$ cat src/rtl/uart_pkg.sv
// uart_pkg
//   Shared types and constants for the UART receive controller.
//   UART_RX_PARITY_EN (optional define) adds the PARITY state for 8E1 frames.
package uart_pkg;

  localparam int UART_DATA_BITS            = 8;
  localparam int UART_CLKS_PER_BIT_DEFAULT = 868;  // 100 MHz / 115200

  typedef enum logic [2:0] {
    ST_IDLE   = 3'd0,
    ST_START  = 3'd1,
    ST_DATA   = 3'd2,
`ifdef UART_RX_PARITY_EN
    ST_PARITY = 3'd3,
`endif
    ST_STOP   = 3'd4,
    ST_BREAK  = 3'd5
  } uart_rx_state_t;

endpackage

$ cat src/rtl/shift_register.sv
// shift_register
//   Generic serial-in / parallel-out shift register with parallel load.
//   Shifting moves toward bit 0; serial_in enters the MSB.
// Ports:
//   clk          rising-edge clock
//   rst          synchronous clear, active high
//   load_enable  load parallel_in (priority over shift)
//   shift_enable shift one position
//   serial_in    bit entering the MSB on shift
//   parallel_in  parallel load value
//   parallel_out current register contents
module shift_register #(
  parameter int NUM_BITS = 8
) (
  input  logic                clk,
  input  logic                rst,
  input  logic                load_enable,
  input  logic                shift_enable,
  input  logic                serial_in,
  input  logic [NUM_BITS-1:0] parallel_in,
  output logic [NUM_BITS-1:0] parallel_out
);

  logic [NUM_BITS-1:0] r_q;

  always_ff @(posedge clk) begin
    if (rst) begin
      r_q <= '0;
    end else if (load_enable) begin
      r_q <= parallel_in;
    end else if (shift_enable) begin
      r_q <= {serial_in, r_q[NUM_BITS-1:1]};
    end
  end

  assign parallel_out = r_q;

endmodule

$ cat src/rtl/uart_rx_ctrl.sv
// uart_rx_ctrl
//   UART receive controller. Synchronizes uart_rx, detects the start bit,
//   samples each bit at mid-period and drives a shift_register that
//   deserializes LSB-first data. A good frame is committed into a one-entry
//   valid/ready holding register on the cycle after the stop sample.
//   Optional define UART_RX_PARITY_EN selects 8E1 framing (default 8N1).
// Ports:
//   clk          system clock
//   rst_n        asynchronous active-low reset
//   uart_rx      raw serial line, idle high
//   rx_data      received byte (stable while rx_valid and not consumed)
//   rx_valid     rx_data holds an unconsumed byte
//   rx_ready     consumer accept
//   frame_error  1-cycle pulse: stop bit sampled low
//   overrun      1-cycle pulse: completed byte dropped, holding reg full
//   parity_error 1-cycle pulse: parity mismatch (0 without parity build)
//   busy         FSM not in IDLE
//
// state    | meaning
// ---------+--------------------------------------------------
// IDLE     | line idle, waiting for rx_s low
// START    | half-bit wait, confirm start bit (glitch filter)
// DATA     | sample and shift 8 data bits
// PARITY   | sample even-parity bit (parity build only)
// STOP     | sample stop bit
// BREAK    | stop bit was low; wait for line to return high
module uart_rx_ctrl
  import uart_pkg::*;
#(
  parameter int CLKS_PER_BIT = UART_CLKS_PER_BIT_DEFAULT,
  parameter int SYNC_STAGES  = 2
) (
  input  logic                      clk,
  input  logic                      rst_n,
  input  logic                      uart_rx,
  output logic [UART_DATA_BITS-1:0] rx_data,
  output logic                      rx_valid,
  input  logic                      rx_ready,
  output logic                      frame_error,
  output logic                      overrun,
  output logic                      parity_error,
  output logic                      busy
);

  localparam logic [15:0] HALF_LOAD = 16'(CLKS_PER_BIT / 2 - 1);
  localparam logic [15:0] FULL_LOAD = 16'(CLKS_PER_BIT - 1);

  uart_rx_state_t r_state, w_next_state;

  logic [SYNC_STAGES-1:0]    r_sync;
  logic [15:0]               r_baud;
  logic [2:0]                r_bit_idx;
  logic                      r_commit;
  logic [UART_DATA_BITS-1:0] r_rx_data;
  logic                      r_rx_valid;

  logic                      w_rx_s;
  logic                      w_cnt_zero;
  logic                      w_shift_en;
  logic                      w_stop_good;
  logic                      w_frame_err;
  logic                      w_par_err;
  logic                      w_discard;
  logic [UART_DATA_BITS-1:0] w_shift_q;

  // Synchronizer flops reset high so reset never looks like a start edge.
  always_ff @(posedge clk or negedge rst_n) begin
    if (!rst_n) r_sync <= '1;
    else        r_sync <= {r_sync[SYNC_STAGES-2:0], uart_rx};
  end

  assign w_rx_s     = r_sync[SYNC_STAGES-1];
  assign w_cnt_zero = (r_baud == 16'd0);

  // State register
  always_ff @(posedge clk or negedge rst_n) begin
    if (!rst_n) r_state <= ST_IDLE;
    else        r_state <= w_next_state;
  end

  // Next-state logic
  always_comb begin
    w_next_state = r_state;
    case (r_state)
      ST_IDLE:  if (!w_rx_s) w_next_state = ST_START;
      ST_START: if (w_cnt_zero) w_next_state = w_rx_s ? ST_IDLE : ST_DATA;
      ST_DATA:
        if (w_cnt_zero && r_bit_idx == 3'd7) begin
`ifdef UART_RX_PARITY_EN
          w_next_state = ST_PARITY;
`else
          w_next_state = ST_STOP;
`endif
        end
`ifdef UART_RX_PARITY_EN
      ST_PARITY: if (w_cnt_zero) w_next_state = ST_STOP;
`endif
      ST_STOP:  if (w_cnt_zero) w_next_state = w_rx_s ? ST_IDLE : ST_BREAK;
      ST_BREAK: if (w_rx_s) w_next_state = ST_IDLE;
      default:  w_next_state = ST_IDLE;
    endcase
  end

  // Output decode
  always_comb begin
    w_shift_en  = 1'b0;
    w_stop_good = 1'b0;
    w_frame_err = 1'b0;
    w_par_err   = 1'b0;
    case (r_state)
      ST_DATA: w_shift_en = w_cnt_zero;
`ifdef UART_RX_PARITY_EN
      // Data+parity must XOR to 0 for even parity.
      ST_PARITY: w_par_err = w_cnt_zero & ((^w_shift_q) ^ w_rx_s);
`endif
      ST_STOP: begin
        w_stop_good = w_cnt_zero & w_rx_s;
        w_frame_err = w_cnt_zero & ~w_rx_s;
      end
      default: ;
    endcase
  end

  assign busy         = (r_state != ST_IDLE);
  assign frame_error  = w_frame_err;
  assign parity_error = w_par_err;

  // Baud counter and bit index
  always_ff @(posedge clk or negedge rst_n) begin
    if (!rst_n) begin
      r_baud    <= 16'd0;
      r_bit_idx <= 3'd0;
    end else begin
      case (r_state)
        ST_IDLE: if (!w_rx_s) r_baud <= HALF_LOAD;
        ST_START:
          if (w_cnt_zero) begin
            r_baud    <= FULL_LOAD;
            r_bit_idx <= 3'd0;
          end else begin
            r_baud <= r_baud - 16'd1;
          end
        ST_DATA:
          if (w_cnt_zero) begin
            r_baud    <= FULL_LOAD;
            r_bit_idx <= r_bit_idx + 3'd1;
          end else begin
            r_baud <= r_baud - 16'd1;
          end
`ifdef UART_RX_PARITY_EN
        ST_PARITY:
          if (w_cnt_zero) r_baud <= FULL_LOAD;
          else            r_baud <= r_baud - 16'd1;
`endif
        ST_STOP: if (!w_cnt_zero) r_baud <= r_baud - 16'd1;
        default: ;
      endcase
    end
  end

`ifdef UART_RX_PARITY_EN
  // Remember a parity failure until the stop sample decides the commit.
  logic r_par_bad;
  always_ff @(posedge clk or negedge rst_n) begin
    if (!rst_n)               r_par_bad <= 1'b0;
    else if (r_state == ST_START) r_par_bad <= 1'b0;
    else if (w_par_err)       r_par_bad <= 1'b1;
  end
  assign w_discard = r_par_bad;
`else
  assign w_discard = 1'b0;
`endif

  // Commit request lands one cycle after the stop sample.
  always_ff @(posedge clk or negedge rst_n) begin
    if (!rst_n) r_commit <= 1'b0;
    else        r_commit <= w_stop_good & ~w_discard;
  end

  // Holding register: a commit wins over a same-cycle consume.
  always_ff @(posedge clk or negedge rst_n) begin
    if (!rst_n) begin
      r_rx_data  <= '0;
      r_rx_valid <= 1'b0;
    end else if (r_commit && (!r_rx_valid || rx_ready)) begin
      r_rx_data  <= w_shift_q;
      r_rx_valid <= 1'b1;
    end else if (r_rx_valid && rx_ready) begin
      r_rx_valid <= 1'b0;
    end
  end

  assign overrun  = r_commit & r_rx_valid & ~rx_ready;
  assign rx_data  = r_rx_data;
  assign rx_valid = r_rx_valid;

  // Contents need no reset: only read after 8 fresh shifts.
  shift_register #(
    .NUM_BITS (UART_DATA_BITS)
  ) u_shift (
    .clk          (clk),
    .rst          (1'b0),
    .load_enable  (1'b0),
    .shift_enable (w_shift_en),
    .serial_in    (w_rx_s),
    .parallel_in  ({UART_DATA_BITS{1'b0}}),
    .parallel_out (w_shift_q)
  );

endmodule

$ cat config.mk
export PLATFORM = sky130hd
export DESIGN_NAME = uart_rx_ctrl
export DESIGN_NICKNAME = d
export VERILOG_FILES = /design/src/rtl/uart_pkg.sv /design/src/rtl/shift_register.sv /design/src/rtl/uart_rx_ctrl.sv
export SDC_FILE = /design/constraint.sdc
export NUM_CORES = 1
export LEC_CHECK = 0
export BUFFER_PORTS_ARGS = -buffer_cell sky130_fd_sc_hd__buf_2
export CAP_MARGIN = 20
export CORE_MARGIN = 5
export CORE_UTILIZATION = 31
export CTS_BUF_LIST = sky130_fd_sc_hd__clkbuf_8
export CTS_CLUSTER_SIZE = 28
export DETAILED_ROUTE_END_ITERATION = 8
export SLEW_MARGIN = 10
export SYNTH_ARGS = -nofsm -noshare
export SYNTH_HDL_FRONTEND = slang
export SYNTH_SLANG_ARGS = --single-unit
$ cat constraint.sdc
create_clock -name clk -period 3.3 [get_ports clk]
set_input_delay 0.33 -clock clk [delete_from_list [all_inputs] [get_ports clk]]
set_output_delay 0.33 -clock clk [all_outputs]
set_load 0.01 [all_outputs]
==> Word level (Yosys, flattened, before mapping) <==
Index checks and enable logic that the tools add are counted.
{ "classes": {"n_addsub": 2, "eq_ne": 12, "n_mux": 20, "bitwise_logic": 6, "reduce_logical": 15} }
{ "ops": {"columns": ["op", "n"], "rows": [
  ["16-bit 2-to-1 mux", 3],
  ["16-bit one-hot mux with 3 select lines", 1],
  ["3-bit 2-to-1 mux", 8],
  ["16-bit logical NOT", 1],
  ["16-bit by 1-bit subtractor with 16-bit output (second input constant)", 1],
  ["3-bit one-hot mux with 5 select lines", 1],
  ["2-bit inequality test (second input constant)", 7],
  ["3-bit equality test (second input constant)", 3],
  ["3-bit one-hot mux with 2 select lines", 1],
  ["3-bit AND reduction", 2],
  ["3-bit nonzero test", 2],
  ["1-bit 2-to-1 mux", 5],
  ["5-bit AND reduction", 1],
  ["1-bit AND", 4],
  ["2-bit nonzero test", 2],
  ["3-bit by 1-bit adder with 3-bit output (second input constant)", 1],
  ["3-bit by 1-bit equality test with 1-bit output (second input constant)", 1],
  ["3-bit by 2-bit equality test with 1-bit output (second input constant)", 1],
  ["1-bit logical AND", 3],
  ["3-bit logical NOT", 1],
  ["2-bit 2-to-1 mux", 1],
  ["1-bit NOT", 2],
  ["2-bit OR reduction", 1],
  ["1-bit logical NOT", 1],
  ["1-bit logical OR", 1]
]} }
{ "totals": {"reg_bits": 42, "inputBits": 4} }

==> Longest topological paths before layout <==
{ "depth": {"ltp_word": 4, "depth_mapped": 8} }

==> Modules after synthesis <==
A second synthesis with hierarchy kept.
{ "unflattened": {"hier_cells": 227, "hier_area_um2": 2185.8} }
{ "modules_own_cells": {"columns": ["module", "instances", "cells_per_inst", "area_each_um2", "seq_area_each_um2"], "rows": [
  ["uart_rx_ctrl", 1, 192, 1816.7, 853.3],
  ["shift_register", 1, 35, 369.1, 160.2]
]} }

==> Worst setup path after synthesis <==
OpenSTA, ideal clock, no wires.
{ "synth_timing": {"path_kind": "register -> register", "startpoint": "register r_baud[0]", "endpoint": "register u_shift.r_q[0], in the netlist u_shift.parallel_out[0], enable pin", "setup_time_ns": 0.383, "t_arrival_ns": 2.168, "required_ns": 2.917, "setup_slack_ns": 0.749, "stages_incl_launch_ff": 8, "n_path_buf": 1, "cell_sequence": "dfrtp_1 > inv_1 > ha_1 > nor3b_1 > and4_1 > clkbuf_1 > nand2_1 > nor3_1"} }
{ "synth_between": {"elab_chain_cells": 2} }
{ "synth_rtl": {"columns": ["element", "line", "source"], "rows": [
  ["start, declared", "uart_rx_ctrl.sv:51", "logic [15:0] r_baud;"],
  ["start signal, assigned", "uart_rx_ctrl.sv:141", "r_baud <= r_baud - 16'd1;"],
  ["start signal, assigned", "uart_rx_ctrl.sv:148", "r_baud <= r_baud - 16'd1;"],
  ["start signal, assigned", "uart_rx_ctrl.sv:155", "ST_STOP: if (!w_cnt_zero) r_baud <= r_baud - 16'd1;"],
  ["16-bit logical NOT", "uart_rx_ctrl.sv:73", "assign w_cnt_zero = (r_baud == 16'd0);"],
  ["1-bit 2-to-1 mux", "uart_rx_ctrl.sv:110", "case (r_state)"],
  ["named net u_shift.shift_enable", "shift_register.sv:18", "input logic shift_enable,"],
  ["end signal, assigned", "shift_register.sv:30", "r_q <= parallel_in;"],
  ["end signal, assigned", "shift_register.sv:32", "r_q <= {serial_in, r_q[NUM_BITS-1:1]};"],
  ["end, declared", "shift_register.sv:24", "logic [NUM_BITS-1:0] r_q;"]
]} }
The timed path passes the listed nets, and every way through them passes these cells.
A chain may end at the register's enable or synchronous reset.

==> Worst setup path in the final report <==
{ "layout_timing": {"startpoint": "register r_baud[0]", "endpoint": "output port frame_error"} }
{ "layout_between": {"elab_chain_cells": 3} }
{ "layout_rtl": {"columns": ["element", "line", "source"], "rows": [
  ["16-bit logical NOT", "uart_rx_ctrl.sv:73", null],
  ["1-bit AND", "uart_rx_ctrl.sv:118", "w_frame_err = w_cnt_zero & ~w_rx_s;"],
  ["1-bit 2-to-1 mux", "uart_rx_ctrl.sv:110", null],
  ["end, declared", "uart_rx_ctrl.sv:39", "output logic frame_error,"]
]} }
No other way between the ends.

==> impl_metrics.py <==
metrics = {
    "critical_path": {
        "cp-start-kind": "flop",
        "r2r-end": "u_shift.parallel_out[0]",
        "arrival_ns": 2.45,
        "timing.critical_path.from": "r_baud[0]",
        "critPathKind": "reg -> out",
        "reg2regPathDepth": 7,
        "cp_data_required_time_ns": 2.97,
        "reg2reg_from": "r_baud[0]",
        "regToRegSetupSlack_ns": 0.86,
        "crit_path_end_kind": "output port",
        "path_max_fanout": 8,
    },
    "synth": {
        "yosysWarnings": 0,
        "ys_top_cells_by_count": "32 x dfrtp_1, 18 x nand2_1, 14 x a31oi_1, 14 x nor2_1, 13 x a21oi_1",
        "synth-seq-cells": 42,
        "synthCells": 195,
        "yosysMostFrequentCell": "dfrtp_1",
        "synth_top_area_cell": "dfrtp_1",
        "synth_edf_count": 8,
        "yosys-top-cells-area": "dfrtp_1 39%, edfxtp_1 12%, mux2_2 4.4%, a31oi_1 4.3%, nand2_1 3.3%",
        "async_reset_ff_share_pct": 80.95,
        "ys_seq_area_share_pct": 53.36,
        "synth.avg_cell_area_um2": 10.51,
        "yosys.area.top_type_share_pct": 39.07,
        "syn_area_mm2": 0.002049,
        "synth-main-ff-cell": "dfrtp_1",
        "ys_types": 48,
        "syn_nets": 202,
    },
    "cts": {
        "ctsResizeCount": 0,
        "cts_root_buf": "clkbuf_8",
        "h-tree-depth": 2,
        "cts_tree": "built",
        "clkLatencyLatePin_ns": 0.30,
        "cts_setup_buffers": 0,
        "clockBufferDepth": 2,
        "clk_pin_slew_ns": 0.09,
        "numCtsBuffers": 5,
        "holdBufCountCts": 0,
        "clock_sinks": 42,
    },
    "grt": {
        "grt_util_all_layers_pct": 10.54,
        "overflow": 0,
        "grt_max_degree": 35,
        "grt_pass1_wl_mm": 7.169,
        "antenna_found_initial": 0,
        "grt_pass1_vias": 1470,
    },
    "placed_design": {
        "gp_congestion": 0.8620,
        "placedCellCount": 281,
        "pre_cts_ws_ns": 0.8848,
        "dp_hpwl_mm": 2.954,
        "portBuffers": 15,
    },
    "run": {
        "drv_cap": 0,
    },
    "timing": {
        "post-route-period-util_pct": 84.25,
        "finClkSkew_ns": 0.004777,
        "tightest_slew_ns": 0.8340,
        "max-slew-margin-rel_pct": 44.40,
        "hold_viol_final": 0,
        "slew_viol_final": 0,
        "min_period_ns": 2.780,
        "final.setup.tns_ns": 0,
        "fin_ws_ns": 0.5196,
        "setup_violations": 0,
        "whs_ns": 0.09468,
        "rsz0062_at_grt": "no",
        "clock.fmax_ghz": 0.3597,
    },
    "routing": {
        "wl_mm": 4.177,
        "first_pass_iters": 4,
        "viasPerCell": 5.443,
        "ant_nets": 0,
        "wl_per_cell_um": 14.45,
        "drc": 0,
        "vias": 1573,
        "drtIter0Drc": 84,
    },
    "floorplanning": {
        "rows": 29,
        "die_area_mm2": 0.008338,
        "die_h_um": 91.31,
        "start_util_pct": 32.09,
        "boundaryPins": 17,
        "die_w_um": 91.31,
        "core-area_mm2": 0.006386,
    },
    "outcome": {
        "status": "complete, no violations",
    },
    "worst_hold_path": {
        "hp-class": "in -> async",
    },
    "layout": {
        "drive_above_1_share_pct": 19.81,
        "final_nets": 218,
        "antenna-diode-count": 0,
        "stdcell_count": 289,
        "nFillCells": 656,
        "syn_to_final_growth_pct": 11.72,
    },
    "pwr": {
        "p_per_area_mw_per_mm2": 387.6,
        "power_mw": 0.8875,
        "irDropWorstVdd_v": 0.0002294,
        "power_leakage_nw": 1.041,
    },
}
-- worst max-delay path: stages (launching register included) --
cell     delay [ns]
dfrtp_1        0.40
inv_1          0.09
ha_1           0.19
nor3b_1        0.32
and4_1         0.44
nand2_1        0.28
nor3_1         0.26
buf_2          0.17
-- final cells by class --
type                       count  area, µm²  area share (%)
tap                           77      96.34           4.208
clock inverter                 3      25.02           1.093
multi-input combinational    139      897.1           39.18
inverter                       7      26.28           1.148
timing repair buffer          16      82.58           3.607
clock buffer                   5      68.82           3.005
sequential                    42       1094           47.76
-- cell usage in the layout (no fill, tap or decap), types with 3 or more instances in the layout --
cell,synthesis,final
dfrtp_1,32,32
nand2_1,18,18
buf_2,2,15
nor2_1,14,14
a31oi_1,14,14
a21oi_1,13,13
nor3_1,9,9
mux2_2,8,8
edfxtp_1,8,8
inv_1,7,7
o21ai_0,6,6
clkbuf_8,0,5
nand2b_1,4,4
nor4_1,4,4
o21a_1,4,4
or3_1,3,3
o2bb2ai_1,3,3
ha_1,3,3
-- registers in the layout (all words and copies together) (netlist names) --
signal and count:
u_shift.parallel_out 8, r_commit 1, r_state 3, r_bit_idx 3, rx_data 8, rx_valid 1
r_sync 2, r_baud 16
-- where the power goes --
group          switching, mW  total, mW  internal (mW)
clock                  0.194      0.347          0.153
combinational        0.00913     0.0108        0.00168
sequential           0.00140      0.530          0.529
-- stage by stage --
step / instance area, µm² / util [%]
after global routing: 2290 / 35.85
after detailed placement: 2196 / 34.38
after CTS: 2290 / 35.85
after global placement: 2196 / 34.38
after floorplan: 2049 / -
final: 2290 / 35.85
-- metal layers --
layer,global-route usage [%],vias up,wire length [µm],part of all wire (%)
li1,-,765,-,-
met2,15.02,48,1891,45
met4,5.379,0,47,1.1
met1,14.59,758,1971,47
met3,2.893,2,266,6.4
met5,0,-,0,0
-- worst max-delay path by stage --
stage,endpoint,slack [ns],cells past startpoint
2_1_floorplan,u_shift.parallel_out[0],0.75,7
3_3_place_gp,frame_error,0.98,7
3_5_place_dp,frame_error,0.88,7
4_1_cts,frame_error,0.53,7
5_1_grt,frame_error,0.31,7
6_report,frame_error,0.52,7
-- logic make-up after synthesis --
logic type | Yosys count | synth area share, %
adders and majority gates | 4 | 2.320
other | 1 | 0.1830
xor gates and xnor gates | 1 | 0.4274
DFF | 42 | 53.36
AOI/OAI and AO/OA | 54 | 17.58
buffers and inverters | 14 | 2.870
and+or+nand+nor | 71 | 18.86
muxes | 8 | 4.396
(Power assumes the default switching activity.)
